===== src/rtl/router_pkg.sv =====
// Shared router types and constants: packet field positions, requester indices, arbiter state.
package router_pkg;

  localparam int unsigned PKT_W  = 16;
  localparam int unsigned DX_MSB = 15;
  localparam int unsigned DX_LSB = 12;
  localparam int unsigned DY_MSB = 11;
  localparam int unsigned DY_LSB = 8;

  localparam int unsigned REQ_NORTH = 0;
  localparam int unsigned REQ_EAST  = 1;
  localparam int unsigned REQ_WEST  = 2;
  localparam int unsigned REQ_LOCAL = 3;

  typedef enum logic {
    ARB_EMPTY = 1'b0,
    ARB_FULL  = 1'b1
  } arb_state_t;

endpackage


===== src/rtl/rr_arbiter.sv =====
// Combinational round-robin arbiter: first set req bit at or after ptr, wrapping at N-1.
module rr_arbiter #(
  parameter int unsigned N     = 4,
  parameter int unsigned IDX_W = $clog2(N)
) (
  input  logic [N-1:0]     req,
  input  logic [IDX_W-1:0] ptr,
  input  logic             en,
  output logic [N-1:0]     gnt,
  output logic [IDX_W-1:0] gnt_idx
);

  localparam int unsigned SUM_W = IDX_W + 1;

  logic [SUM_W-1:0] pos;
  logic [IDX_W-1:0] idx;
  logic             found;

  // Wrap is an explicit compare so non-power-of-two N works.
  always_comb begin
    gnt     = '0;
    gnt_idx = '0;
    found   = 1'b0;
    pos     = '0;
    idx     = '0;
    for (int unsigned k = 0; k < N; k++) begin
      pos = {1'b0, ptr} + SUM_W'(k);
      if (pos > SUM_W'(N - 1)) pos = pos - SUM_W'(N);
      idx = pos[IDX_W-1:0];
      if (!found && req[idx]) begin
        found   = 1'b1;
        gnt_idx = idx;
      end
    end
    if (en && found) gnt[gnt_idx] = 1'b1;
  end

endmodule


===== src/rtl/south_port_arbiter.sv =====
// South output port: round-robin over NUM_REQ requesters into a one-entry output register.
// Optional per-requester grant counters when SOUTH_ARB_STATS_EN is defined.
module south_port_arbiter #(
  parameter int unsigned NUM_REQ = 4,
  parameter int unsigned PKT_W   = router_pkg::PKT_W,
  parameter int unsigned IDX_W   = $clog2(NUM_REQ)
) (
  input  logic                     clk,
  input  logic                     rst_n,
  input  logic [NUM_REQ*PKT_W-1:0] req_packet,
  input  logic [NUM_REQ-1:0]       req_valid,
  output logic [NUM_REQ-1:0]       req_ready,
  output logic [PKT_W-1:0]         packet_south,
  output logic                     valid_south,
  input  logic                     ready_south,
  output logic [IDX_W-1:0]         grant_id,
  output logic                     busy
`ifdef SOUTH_ARB_STATS_EN
  ,
  output logic [NUM_REQ*16-1:0]    grant_count,
  input  logic                     stats_clr
`endif
);

  import router_pkg::*;

  arb_state_t       state_q, state_d;
  logic [IDX_W-1:0] rr_ptr_q, rr_ptr_d;
  logic [PKT_W-1:0] packet_q, packet_d;
  logic [IDX_W-1:0] grant_q, grant_d;
  logic [IDX_W-1:0] win_idx;
  logic             can_accept;
  logic             xfer;
  logic [PKT_W-1:0] pkts [NUM_REQ];

  for (genvar i = 0; i < NUM_REQ; i++) begin : g_unpack
    assign pkts[i] = req_packet[i*PKT_W +: PKT_W];
  end

  assign can_accept = (state_q == ARB_EMPTY) | ready_south;
  assign xfer       = can_accept & (|req_valid);

  // rst_n gate keeps every requester un-granted while reset is held.
  rr_arbiter #(.N(NUM_REQ), .IDX_W(IDX_W)) u_rr (
    .req     (req_valid),
    .ptr     (rr_ptr_q),
    .en      (can_accept & rst_n),
    .gnt     (req_ready),
    .gnt_idx (win_idx)
  );

  always_ff @(posedge clk or negedge rst_n) begin
    if (!rst_n) begin
      state_q  <= ARB_EMPTY;
      rr_ptr_q <= '0;
      packet_q <= '0;
      grant_q  <= '0;
    end else begin
      state_q  <= state_d;
      rr_ptr_q <= rr_ptr_d;
      packet_q <= packet_d;
      grant_q  <= grant_d;
    end
  end

  // Refill on the same edge as drain gives one packet per cycle.
  always_comb begin
    state_d  = state_q;
    rr_ptr_d = rr_ptr_q;
    packet_d = packet_q;
    grant_d  = grant_q;
    if (xfer) begin
      state_d  = ARB_FULL;
      packet_d = pkts[win_idx];
      grant_d  = win_idx;
      rr_ptr_d = (win_idx == IDX_W'(NUM_REQ - 1)) ? '0 : win_idx + IDX_W'(1);
    end else if (state_q == ARB_FULL && ready_south) begin
      state_d = ARB_EMPTY;
    end
  end

  assign packet_south = packet_q;
  assign valid_south  = (state_q == ARB_FULL);
  assign grant_id     = grant_q;
  assign busy         = valid_south;

`ifdef SOUTH_ARB_STATS_EN
  logic [15:0] cnt_q [NUM_REQ];

  // Saturating counters; a simultaneous clear beats the increment.
  always_ff @(posedge clk or negedge rst_n) begin
    if (!rst_n) begin
      for (int unsigned i = 0; i < NUM_REQ; i++) cnt_q[i] <= '0;
    end else if (stats_clr) begin
      for (int unsigned i = 0; i < NUM_REQ; i++) cnt_q[i] <= '0;
    end else if (xfer && cnt_q[win_idx] != 16'hFFFF) begin
      cnt_q[win_idx] <= cnt_q[win_idx] + 16'd1;
    end
  end

  for (genvar i = 0; i < NUM_REQ; i++) begin : g_cnt
    assign grant_count[i*16 +: 16] = cnt_q[i];
  end
`endif

endmodule


===== config.mk =====
export PLATFORM = sky130hd
export DESIGN_NAME = south_port_arbiter
export DESIGN_NICKNAME = d
export VERILOG_FILES = /design/src/rtl/router_pkg.sv /design/src/rtl/rr_arbiter.sv /design/src/rtl/south_port_arbiter.sv
export SDC_FILE = /design/constraint.sdc
export NUM_CORES = 1
export LEC_CHECK = 0
export BUFFER_PORTS_ARGS = -buffer_cell sky130_fd_sc_hd__buf_2
export CORE_ASPECT_RATIO = 1.1
export CORE_UTILIZATION = 30
export DETAILED_ROUTE_END_ITERATION = 10
export HOLD_SLACK_MARGIN = 0.03
export SYNTH_ARGS = -nofsm -noshare
export SYNTH_HDL_FRONTEND = slang
export SYNTH_SLANG_ARGS = --single-unit

===== constraint.sdc =====
create_clock -name clk -period 2.1 [get_ports clk]
set_input_delay 0.105 -clock clk [delete_from_list [all_inputs] [get_ports clk]]
set_output_delay 0.105 -clock clk [all_outputs]
set_load 0.02 [all_outputs]

==> Yosys cells after proc, flatten, opt, wreduce, memory -nomap -nowiden <==
Cells that the tools add are included.
{ "word_totals": {"ff_bits": 21, "in_bits": 71, "out_inout_bits": 24, "elab_cells": 69} }
{ "classes": {"addsub": 8, "n_lt_le_gt_ge": 11, "n_eq_ne": 1, "mux": 29, "n_bitwise": 5, "n_reduce_logical": 11} }
{ "op_table": {"columns": ["operator", "n"], "rows": [
  ["16-bit binary-select mux with 2-bit select", 1],
  ["16-bit 2-to-1 mux", 2],
  ["2-bit 2-to-1 mux", 9],
  ["2-bit by 3-bit less-than comparator with 1-bit output (second input constant)", 5],
  ["1-bit 2-to-1 mux", 11],
  ["3-bit by 2-bit > comparator with 1-bit output (second input constant)", 3],
  ["1-bit binary-select mux with 2-bit select", 4],
  ["2-bit by 1-bit subtractor with 2-bit output (second input constant)", 4],
  ["2-bit by 2-bit adder with 3-bit output (second input constant)", 2],
  ["1-bit logical AND", 6],
  ["4-bit 2-to-1 mux", 1],
  ["4-bit OR reduction", 1],
  ["2-bit by 1-bit adder with 3-bit output (second input constant)", 1],
  ["3-bit >= comparator (second input constant)", 1],
  ["1-bit logical NOT", 3],
  ["2-bit NOT with 3-bit output", 1],
  ["2-bit by 1-bit adder with 2-bit output (second input constant)", 1],
  ["1-bit AND", 2],
  ["1-bit demux with 2-bit select", 1],
  ["2-bit == test (second input constant)", 1],
  ["2-bit by 1-bit >= comparator with 1-bit output (second input constant)", 1],
  ["2-bit > comparator (second input constant)", 1],
  ["2-bit nonzero test", 1],
  ["1-bit NOT", 1],
  ["1-bit OR", 1]
]} }

==> Longest topological paths before layout <==
{ "logic_depth": {"depth_word": 19, "ltp_mapped": 7, "ltp_nobuf": 5} }

==> Hierarchy <==
From an unflattened synthesis, not the netlist that was laid out.
{ "hier_totals": {"cells_unflattened": 91, "hier_area_um2": 1408.9} }
{ "modules_own_cells": {"columns": ["mod", "instances", "cells_each", "area_per_inst_um2", "seq_area_each_um2"], "rows": [
  ["south_port_arbiter", 1, 72, 1273.7, 525.5],
  ["rr_arbiter", 1, 19, 135.1, 0.0]
]} }

==> Worst setup path before layout <==
No wires, ideal clock.
{ "synth_path": {"path_type": "register -> output", "start": "register rr_ptr_q[1]", "end": "output port req_ready[3]", "t_arrival_ns": 1.621, "t_required_ns": 1.995, "setup_slack_ns": 0.374, "stages_incl_launch_ff": 8, "path_buffers": 2, "cell_sequence": "dfrtp_1 nand2_1 nand3b_1 a2bb2oi_1 buf_4 buf_4 inv_1 nor3_1"} }
{ "synth_via": {"elab_chain_len": 19, "elab_cells_between_ends": 44, "classes_between": "add/sub: 7; order compare: 6; mux: 23; reduce/logical: 8"} }
{ "synth_rtl": {"columns": ["item", "line_no", "source"], "rows": [
  ["from (decl)", "south_port_arbiter.sv:28", "logic [IDX_W-1:0] rr_ptr_q, rr_ptr_d;"],
  ["from (signal assigned)", "south_port_arbiter.sv:60", "rr_ptr_q <= rr_ptr_d;"],
  ["branches (longest 18 deep; another with 2-bit by 1-bit adder with 3-bit output)", null, null],
  ["4-bit 2-to-1 mux (*)", "rr_arbiter.sv:35", "if (en && found) gnt[gnt_idx] = 1'b1;"],
  ["to (decl)", "south_port_arbiter.sv:12", "output logic [NUM_REQ-1:0] req_ready,"]
]} }
Mark *: on every way between the ends. The select of a mux whose other input is x is not followed.

==> Final worst setup path <==
{ "layout_path": {"start": "register rr_ptr_q[1]", "end": "register packet_q[5], in the netlist packet_south[5]"} }
{ "layout_via": {"elab_chain_len": 18, "elab_cells_between_ends": 40, "classes_between": "add/sub: 7; order compare: 4; mux: 22; bitwise: 1; reduce/logical: 6"} }
{ "layout_rtl": {"columns": ["item", "line_no", "source"], "rows": [
  ["branches (longest 13 deep; another with 2-bit by 1-bit adder with 3-bit output)", null, null],
  ["2-bit 2-to-1 mux (*)", "rr_arbiter.sv:30", "if (!found && req[idx]) begin"],
  ["2-bit NOT with 3-bit output (implied by the code) (*)", "south_port_arbiter.sv:74", "packet_d = pkts[win_idx];"],
  ["16-bit binary-select mux with 2-bit select (*)", "south_port_arbiter.sv:74", null],
  ["16-bit 2-to-1 mux (implied by the code) (*) (2 in a row)", "south_port_arbiter.sv:74", null],
  ["to (signal assigned)", "south_port_arbiter.sv:61", "packet_q <= packet_d;"],
  ["to (decl)", "south_port_arbiter.sv:29", "logic [PKT_W-1:0] packet_q, packet_d;"]
]} }
Marked as above.
A chain may end at the register's enable or synchronous reset.

==> impl_results.md <==
- Critical Path Source Type: register
- Clk_lat worst skew: 260 ps
- Worst setup EP type: register
- Die ar.: ~0.0048 mm^2
- Grt ovf: 0
- Worst Clk Skew: approximately 1.3 ps
- Fmax: 0.528 GHz
- Total nets after synthesis: 200
- CP max FO: 11
- Static leakage: 1.05 nW
- Pwr Density: 973 mW/mm^2
- Run status: finished, final reports clean
- Peak supply drop: 0.000315 V
- Fill cells: 433
- Yosys warning count: 0
- Switching share of total power: 0.405
- Layout cells sized above 1: 0.496
- First-pass GRT wire length: 5770 um
- Total Routing Usage GR: 0.156
- Initial Utilization: 0.312
- HP Start: ready_south
- Largest net degree at the start of global routing: 25
- MaxCap Viol Count: 0
- Vias per Instance: between 4 and 5
- Height of the chip: 72.3 um
- Clock tree buffer depth: 2
- CP Data Required Time: 2280 ps
- FF-to-FF Start: rr_ptr_q[1]
- Worst slew pin tran: around 400 ps
- Antenna violations before repair: 0
- DRT Pass-1 Iters: 4
- Die extent in x: 65.9 um
- Critical path arrival: 2070 ps
- Internal power: 1.14 mW
- Hold Crit Class: input pin to register
- Final net count: 300
- Comb power frac: 0.535
- Mapped Cells: 129
- Buffers on Ports: 94
- Core box area: 0.00432 mm^2
- Setup CP Type: register to register
- Post-route ant nets: 0
- RSZ-0062 raised after global routing: no
- Cell taking the most area after synthesis: dfrtp_1
- Post-synthesis cell type count: 24
- Worst hold-check slack: approximately 130 ps
- Number of global-route vias before repair: 1264
- Synth Area per Inst: 10.5 um^2
- Hold endpoint: busy
- Io pins: between 90 and 100
- Clock Tree Root: clkbuf_8
- Clock power frac: 0.139
- Seq pwr share: 0.327
- Mapped Area: 0.00135 mm^2
- Hold Vio Cnt, Final: 0
- Register bit count reported by yosys: 21
- R2r setup slk: between 200 and 250 ps
- Num CTS Buffers: 3
- # setup viols final: 0
- Clk sink count: 21
- CTS tree: built
- Net switching power: 776 uW
- Row cnt: 25
- Area contributors post-synth: dfrtp_1 (39%), mux2i_1 (24%), o221ai_1 (7.8%)
- Period utilisation layout: 0.902
- Worst r2r path cells: 6
- Most frequent cells in the layout: buf_2 (94), mux2i_1 (33), nand2_1 (25)
- Commonest non-fill, non-tap cell in the layout: buf_2
- R2r endpoint: packet_south[5]
- Number of remaining DRC errors: 0
- Wirelength per Cell: around 13 um
- Initial DRC count: 42
- Post-DP HPWL: around 2800 um
- Detailed-route via count: 1338
- Min cycle time layout: 1890 ps
- Worst-path clk slew: 70 ps
- Synth-to-Final Area Change: 46.2%
- H-tree depth: 1
- N_diodes: 0
- Rel. slew slack: 0.733
- Setup_tns: 0 ps
- Max-slew violation count: 0
- Top cell type's share of synthesized area: 0.390
- Routed wire length: 3730 um
- Hold path depth: 3
- GP Congestion: 0.702
- Sequential area share after synthesis: 0.390
## area by class of cell
type	instances	area [um^2]	share of cell area
Timing Repair Buffer	105	586	0.297
Clock buffer	4	45.0	0.0228
Multi-Input combinational cell	95	737	0.374
Inverter	3	11.3	0.00571
Sequential cell	21	526	0.266
Tap cell	54	67.6	0.0343
## state kept, by name, indices dropped and copies added (netlist names)
name	count
grant_id	2
rr_ptr_q	2
busy	1
packet_south	16
## worst max path at each step
stage	slack [ps]	from	depth (start not counted)	endpoint
floorplan	370	rr_ptr_q[1]	7	req_ready[3]
global placement	260	rr_ptr_q[1]	5	packet_south[4]
detailed placement	210	rr_ptr_q[1]	6	packet_south[8]
CTS	140	rr_ptr_q[1]	7	req_ready[3]
global route	30	rr_ptr_q[1]	6	packet_south[5]
finish	210	rr_ptr_q[1]	6	packet_south[5]
## logic make-up after synthesis
family / synth area share
flip-flops: 0.390
XOR/XNOR: 0.00649
buffers and inverters: 0.0798
AND/OR/NAND/NOR: 0.110
multiplexers: 0.245
AO/OA/AOI/OAI: 0.169
## per-stage QoR
stage          total power [mW]  setup WS (ps)  area [um^2]   util  std cells
2_1_floorplan              1.30            374         1350      -        129
3_3_place_gp               1.61            257         1880  0.436        275
3_5_place_dp               1.62            210         1880  0.436        275
4_1_cts                    1.89            145         1940  0.448        280
5_1_grt                    2.05           28.4         1970  0.457        282
6_report                   1.92            207         1970  0.457        282
## routing by layer
| layer | wire length [um] | up-vias | global-route usage |
|---|---|---|---|
| li1 | - | 675 | - |
| met1 | 1680 | 615 | 0.204 |
| met2 | 1820 | 43 | 0.254 |
| met3 | 166 | 5 | 0.0252 |
| met4 | 63 | 0 | 0.0638 |
| met5 | 0 | - | 0 |
## power by group through the flow
stage          clock, mW  combinational, mW  sequential, mW
2_1_floorplan          0              0.524           0.777
3_3_place_gp           0              0.973           0.634
3_5_place_dp           0              0.992           0.629
4_1_cts            0.276              0.992           0.626
5_1_grt            0.294               1.11           0.641
6_report           0.266               1.03           0.626
## what timing repair did
action / in CTS / in global routing
hold buffers: 1 / 0
setup buffers: 0 / 1
gates resized for setup: 0 / 1
endpoints found under the hold margin: 21 / 0
endpoints found under the setup margin: 0 / 1
## Yosys cell counts
cell type  instances
a211o_1            1
a21boi_0           1
a21o_1             1
a21oi_1            4
a2bb2oi_1          1
buf_4              4
buf_6              3
buf_8              1
clkbuf_1           1
clkbuf_8           1
dfrtp_1           21
inv_1              3
mux2i_1           33
nand2_1           25
nand2b_1           2
nand3b_1           1
nor2_1             3
nor3_1             2
nor3b_1            1
nor4_1             1
o21ai_0            2
o221ai_1          12
o221ai_2           4
xor2_1             1
## worst max-delay path: stages (launching register included)
cell	delay, ps
dfrtp_1	450
nand2_1	110
a21oi_1	70
a211o_1	350
nand2b_1	350
buf_4	280
o221ai_1	190
Power figures use the tool's default switching activity.
